===== config.mk =====
export PLATFORM = sky130hd
export DESIGN_NAME = vec_exe_sequencer
export DESIGN_NICKNAME = d
export VERILOG_FILES = /design/src/rtl/vec_exe_sequencer.sv
export SDC_FILE = /design/constraint.sdc
export NUM_CORES = 1
export LEC_CHECK = 0
export ABC_AREA = 1
export CAP_MARGIN = 20
export CORE_MARGIN = 2
export CORE_UTILIZATION = 25
export CTS_BUF_LIST = sky130_fd_sc_hd__clkbuf_8
export CTS_CLUSTER_SIZE = 40
export DETAILED_ROUTE_END_ITERATION = 10
export GPL_TIMING_DRIVEN = 0
export SLEW_MARGIN = 20
export SYNTH_ARGS = -nofsm -noshare
export SYNTH_HDL_FRONTEND = slang
export SYNTH_SLANG_ARGS = --single-unit
export TNS_END_PERCENT = 1

===== constraint.sdc =====
create_clock -name clk -period 1.9 [get_ports clk]
set_input_delay 0.19 -clock clk [delete_from_list [all_inputs] [get_ports clk]]
set_output_delay 0.19 -clock clk [all_outputs]
set_load 0.005 [all_outputs]

===== src/rtl/vec_exe_sequencer.sv =====
// Vector execute sequencer: steps one vector ALU instruction over its elements through the
// shared scalar ALU, one element per cycle, into a 1-entry valid/ready writeback buffer.
module vec_exe_sequencer #(
  parameter int MAX_VL = 8,
  parameter int VL_W   = 4,
  parameter int EL_W   = 3
) (
  input  logic            clk,
  input  logic            rst_n,
  input  logic            issue_valid,
  output logic            issue_ready,
  input  logic [VL_W-1:0] issue_vl,
  input  logic [4:0]      issue_rd,
  input  logic [5:0]      issue_funct,
  input  logic [1:0]      issue_aluop,
  input  logic            issue_alusrc,
  input  logic [4:0]      issue_shamt,
  output logic [5:0]      alu_funct,
  output logic [1:0]      alu_aluop,
  output logic            alu_alusrc,
  output logic [4:0]      alu_shamt,
  output logic [EL_W-1:0] elem_idx,
  input  logic [31:0]     alu_result,
  input  logic            alu_overflow,
  output logic            wb_valid,
  input  logic            wb_ready,
  output logic [4:0]      wb_addr,
  output logic [EL_W-1:0] wb_elem,
  output logic [31:0]     wb_data,
  output logic            busy,
  output logic            done,
  output logic            ovf_sticky
);

  typedef enum logic [1:0] {IDLE, RUN, DRAIN, FIN} state_t;

  state_t          state;
  logic [EL_W-1:0] last_idx;
  logic [VL_W-1:0] vl_eff;
  logic            cap;
  logic            pop;

  // NOTE: every signal driven from always_comb gets a value on every path, so no latch is inferred.
  always_comb begin
    vl_eff = (issue_vl > VL_W'(MAX_VL)) ? VL_W'(MAX_VL) : issue_vl;
    cap    = (state == RUN) && (!wb_valid || wb_ready);
    pop    = wb_valid && wb_ready;
  end

  // NOTE: sequential state uses non-blocking assignments so all registers update together at the edge.
  always_ff @(posedge clk) begin
    if (!rst_n) begin
      state       <= IDLE;
      last_idx    <= '0;
      elem_idx    <= '0;
      alu_funct   <= '0;
      alu_aluop   <= '0;
      alu_alusrc  <= 1'b0;
      alu_shamt   <= '0;
      wb_valid    <= 1'b0;
      wb_addr     <= '0;
      wb_elem     <= '0;
      wb_data     <= '0;
      busy        <= 1'b0;
      done        <= 1'b0;
      ovf_sticky  <= 1'b0;
      issue_ready <= 1'b1;
    end else begin
      done <= 1'b0;

      // A pop with a same-edge capture keeps the buffer full: old entry leaves, new one loads.
      if (pop && !cap) wb_valid <= 1'b0;
      if (cap) begin
        wb_data    <= alu_result;
        wb_elem    <= elem_idx;
        wb_valid   <= 1'b1;
        ovf_sticky <= ovf_sticky | alu_overflow;
      end

      case (state)
        IDLE: begin
          if (issue_valid) begin
            alu_funct   <= issue_funct;
            alu_aluop   <= issue_aluop;
            alu_alusrc  <= issue_alusrc;
            alu_shamt   <= issue_shamt;
            wb_addr     <= issue_rd;
            last_idx    <= EL_W'(vl_eff - VL_W'(1));
            elem_idx    <= '0;
            ovf_sticky  <= 1'b0;
            busy        <= 1'b1;
            issue_ready <= 1'b0;
            if (vl_eff == '0) begin
              state <= FIN;
              done  <= 1'b1;
            end else begin
              state <= RUN;
            end
          end
        end
        RUN: begin
          if (cap) begin
            if (elem_idx == last_idx) state <= DRAIN;
            else                      elem_idx <= elem_idx + EL_W'(1);
          end
        end
        DRAIN: begin
          if (pop) begin
            state <= FIN;
            done  <= 1'b1;
          end
        end
        FIN: begin
          state       <= IDLE;
          busy        <= 1'b0;
          issue_ready <= 1'b1;
        end
        default: state <= IDLE;
      endcase
    end
  end

endmodule

# ---- Yosys cells after proc, flatten, opt, wreduce, memory -nomap -nowiden
# Index checks and enable logic that the tools add are counted.
dict set report classes {
  add_sub_neg 2
  n_mul 0
  n_div 0
  order_cmp 1
  n_eq_ne 9
  shifts 0
  n_mux 24
  bitwise 1
  n_reduce_logical 15
}
# cell count
set ops {}
lappend ops {{1-bit two-way mux} 10}
lappend ops {{2-bit two-way mux} 5}
lappend ops {{3-bit two-way mux} 3}
lappend ops {{2-bit inequality test (second input constant)} 4}
lappend ops {{2-bit case mux with 4 select lines} 1}
lappend ops {{4-bit AND reduction} 2}
lappend ops {{1-bit case mux with 2 select lines} 3}
lappend ops {{3-bit case mux with 2 select lines} 1}
lappend ops {{2-bit nonzero test} 3}
lappend ops {{2-bit equality test (second input constant)} 2}
lappend ops {{4-bit > comparator (second input constant)} 1}
lappend ops {{4-bit logical NOT} 1}
lappend ops {{4-bit two-way mux} 1}
lappend ops {{2-bit AND reduction} 2}
lappend ops {{3-bit by 1-bit adder with 3-bit output (second input constant)} 1}
lappend ops {{3-bit equality test} 1}
lappend ops {{1-bit logical AND} 3}
lappend ops {{3-bit by 1-bit subtractor with 3-bit output (second input constant)} 1}
lappend ops {{2-bit by 1-bit equality test with 1-bit output (second input constant)} 1}
lappend ops {{1-bit logical NOT} 2}
lappend ops {{2-bit logical NOT} 1}
lappend ops {{2-bit by 1-bit inequality test with 1-bit output (second input constant)} 1}
lappend ops {{1-bit logical OR} 1}
lappend ops {{1-bit bitwise OR} 1}
dict set report word_totals {
  register_bits 67
  latch_bits 0
  mem_bits_rw 0
  romBits 0
  output_inout_bits 62
  n_memories 0
}

# ---- Longest topological paths before layout
dict set report logic_depth {
  ltp_word 7
  mapped_depth 10
}

# ---- Worst setup path after synthesis
# OpenSTA, ideal clock, no wires.
dict set report synth_timing {
  path_type {register to register}
  from {reg state[0]}
  to {reg issue_ready}
  t_arrival_ns 1.195
  setup_slack_ns 0.582
  path_stages_with_launch 8
  n_path_buf 1
  synth_period_minus_slack_ns 1.318
  cell_sequence {dfxtp_1 -> inv_1 -> ha_1 -> nand2_1 -> buf_2 -> o21ai_0 -> o21ai_0 -> nand2_1}
}
dict set report synth_between {
  elab_chain_len 3
}
# element line
set synth_rtl {}
lappend synth_rtl {{start: declaration} 37} ;# state_t state;
lappend synth_rtl {{start signal: assignment} 53} ;# state <= IDLE;
lappend synth_rtl {{start signal: assignment} 94} ;# state <= FIN;
lappend synth_rtl {{start signal: assignment} 97} ;# state <= RUN;
lappend synth_rtl {{2-bit equality test or 2-bit logical NOT (tied branches)} 80} ;# case (state)
lappend synth_rtl {{2-bit nonzero test (no source line) or 2-bit inequality test (tied branches)} n/a}
lappend synth_rtl {{2-bit AND reduction (no source line)} n/a}
lappend synth_rtl {{end signal: assignment} 67} ;# issue_ready <= 1'b1;
lappend synth_rtl {{end signal: assignment} 92} ;# issue_ready <= 1'b0;
lappend synth_rtl {{end signal: assignment} 116} ;# issue_ready <= 1'b1;
lappend synth_rtl {{end: declaration} 11} ;# output logic issue_ready,
# Several ways; a longest one is shown, not always the timed one.
# A chain may end at the register's enable or synchronous reset.

# ---- Final worst setup path
dict set report layout_timing {
  from {reg elem_idx[2]}
  to {out elem_idx[2]}
}
# element line
set layout_lines {}
lappend layout_lines {{start: declaration} 22} ;# output logic [EL_W-1:0] elem_idx,
lappend layout_lines {{start signal: assignment} 104} ;# else elem_idx <= elem_idx + EL_W'(1);
# No word-level cell between the ends.

==> flow_summary.ini <==
[power_and_ir_drop]
leakage_nw = 1.67
p_per_area_mw_per_mm2 = 1430
max-vdd-ir-drop_mv = 0.513

[drt]
wl_per_cell_um = 12.2
ant_nets = 0
drc = 0
drt-initial-drc-count = 61
vias = 2583
drtPass1Iterations = 6
wirelength_um = 7430
avgViaCountPerCell = 4.23

[critical_path]
arrival_ns = 1.34
crit_chain = clkdlybuf4s50_1
crit_path_top_delay_cell = clkdlybuf4s50_1
crit_type = flop to output pin
path_max_fanout = 5
worstSetupStartpointType = flop
required_ns = 1.71
path_buf_inv = 1
worst_setup_path_end_kind = output pin
critical-path-top-delay-family = buffers and inverters
cpPeakStageDelay_ns = 0.55

[finish]
diodes = 0
layout.nets = 535
n_fill_cell = 1063
area_growth_pct = 58.8
drive_gt1_share_pct = 12.2

[global_routing]
grt_max_degree = 13
antenna_found_initial = 0
grtUsageTotal_pct = 13.3
grt_pass1_vias = 2470
grt_pass1_wl_um = 12000
grt_overflow_total = 0

[yosys]
yosys-top-cells-area = dfxtp_1, nor2_1, o21ai_0
synthMuxAreaShare_pct = 0
syn-cell-area_mm2 = 0.00268
synth_xor_area_share_pct = 1.26
yosys_warnings = 0
ys_types = 27
ys_ff_latch = 67
synthTopCellsByCount = nor2_1, dfxtp_1, o21ai_0, nand2_1, nor2_2
synth.yosys.seq_area_share_pct = 50.1
avgSynthCellArea_um2 = 7.94
synth.top_cell.area_share_pct = 50.1
post-synth-top-area-cell = dfxtp_1
synth-edff-count = 0
syn-num-nets = 403
synth_top_family_by_area = simple AND/OR/NAND/NOR gates
yosysMostFrequentCell = nor2_1
async_flop_share_pct = 0
synth_fa_ha_area_share_pct = 2.81
synth_compound_area_share_pct = 14.4
synthSimpleGateAreaFrac_pct = 24.5
netlist_instances = 337
synth_flop_cell = dfxtp_1

[sta]
grt_setup_unrepaired = false
max_freq_ghz = 0.655
slew_headroom_pct = 72.3
slew_violations = 0
finalClockSkew_ns = 0.00736
post-route-min-period_ns = 1.53
whs_ns = 0.460
final-setup-viol-count = 0
setup_tns_ns = 0
hold_viol = 0
worstMarginPinSlew_ns = 0.416
min_period_over_period_pct = 80.3

[floorplanning]
dieArea_mm2 = 0.0115
die_h_um = 107
start_util_pct = 25.8
io_pins = 122
row_count = 37
die_x_um = 107
design.core.area_mm2 = 0.0104

[worst_hold_path]
hp-class = flop to flop

[cts]
cts_tree = done
numCtsBuffers = 9
cts_htree_levels = 3
clk_pin_slew_ns = 0.07
root_buffer = clkbuf_8
cts_hold_buf = 0
clock-sinks = 67
post_cts_buffers = 0
post_cts_resized = 0
max-clock-path-buffers = 2
insertion_delay_ns = 0.34

[run]
drv_cap = 0

[status]
status = finished clean

[place]
hpwl_um = 5680
gp_congestion = 0.855
port_buffers = 121
## flip-flops by register name, indices dropped and copies added (netlist names)
signal       count
alu_funct        6
state            2
wb_elem          3
alu_alusrc       1
done             1
busy             1
wb_valid         1
alu_shamt        5
ovf_sticky       1
elem_idx         3
wb_addr          5
alu_aluop        2
wb_data         32
issue_ready      1
last_idx         3
## area by class of cell
type / instances / area (µm²) / area share (%)
Buffer: 17 / 111 / 2.62
Clock buffer: 9 / 124 / 2.91
Clock inverter: 7 / 68.8 / 1.62
Inverter: 19 / 71.3 / 1.68
Multi-Input combinational cell: 234 / 1150 / 27.1
Sequential cell: 67 / 1340 / 31.6
Tap cell: 136 / 170 / 4.00
Timing Repair Buffer: 121 / 1210 / 28.5
## cell families (layout without fill, tap and decap cells)
logic type / count (synthesis) / after routing
fa+ha+maj: 6 / 6
buf+inv: 36 / 173
compound gates: 73 / 73
xor+xnor: 3 / 3
flops: 67 / 67
simple gates: 152 / 152
## metrics by stage
step | instances | cell area, µm² | total power [mW] | setup WS, ns | util [%]
after floorplan | 337 | 2680 | 3.68 | 0.582 | -
after global placement | 594 | 4060 | 4.93 | 0.273 | 39.1
after detailed placement | 594 | 4060 | 4.98 | 0.240 | 39.1
after CTS | 610 | 4250 | 6.19 | 0.355 | 41.0
after global routing | 610 | 4250 | 6.61 | 0.188 | 41.0
final | 610 | 4250 | 6.07 | 0.374 | 41.0
## metal layers
layer	wire (µm)	vias to the layer above	global-route usage [%]
met5	0	-	0
met4	133	0	4.95
met3	570	10	4.60
met2	3460	75	21.8
met1	3270	1153	16.2
li1	-	1345	-
## final timing paths
check                   start          end  slack, ns  cells after the start
setup / recovery  elem_idx[2]  elem_idx[2]       0.37                      1
hold / removal           busy         busy       0.46                      2
setup reg to reg     state[1]  wb_data[27]       0.40                      6
hold reg to reg          busy         busy       0.46                      2
## cell usage in the layout (no fill, tap or decap)
cell,netlist,layout
a211oi_1,1,1
a21oi_1,9,9
a21oi_2,3,3
buf_1,1,1
buf_12,2,2
buf_2,6,6
buf_6,1,1
bufinv_16,0,1
clkbuf_1,7,7
clkbuf_8,0,9
clkdlybuf4s50_1,0,121
clkinv_2,0,3
clkinv_4,0,1
clkinvlp_4,0,2
dfxtp_1,67,67
ha_1,6,6
inv_1,14,14
inv_2,5,5
nand2_1,27,27
nand2_2,1,1
nand2_4,2,2
nand3_1,3,3
nand3_2,2,2
nand4_1,2,2
nor2_1,95,95
nor2_2,18,18
nor3_1,2,2
o21ai_0,57,57
o21ai_1,2,2
o22ai_2,1,1
xnor2_1,1,1
xnor2_2,1,1
xor2_1,1,1
## where the power goes
part           switching [mW]  leakage [nW]  internal (mW)
Sequential              0.282         0.552           1.86
Combinational            1.31          1.02           1.45
Clock                   0.568        0.0950          0.601
Total                    2.16          1.67           3.91
Note: power is estimated with default switching activity, not from simulation.
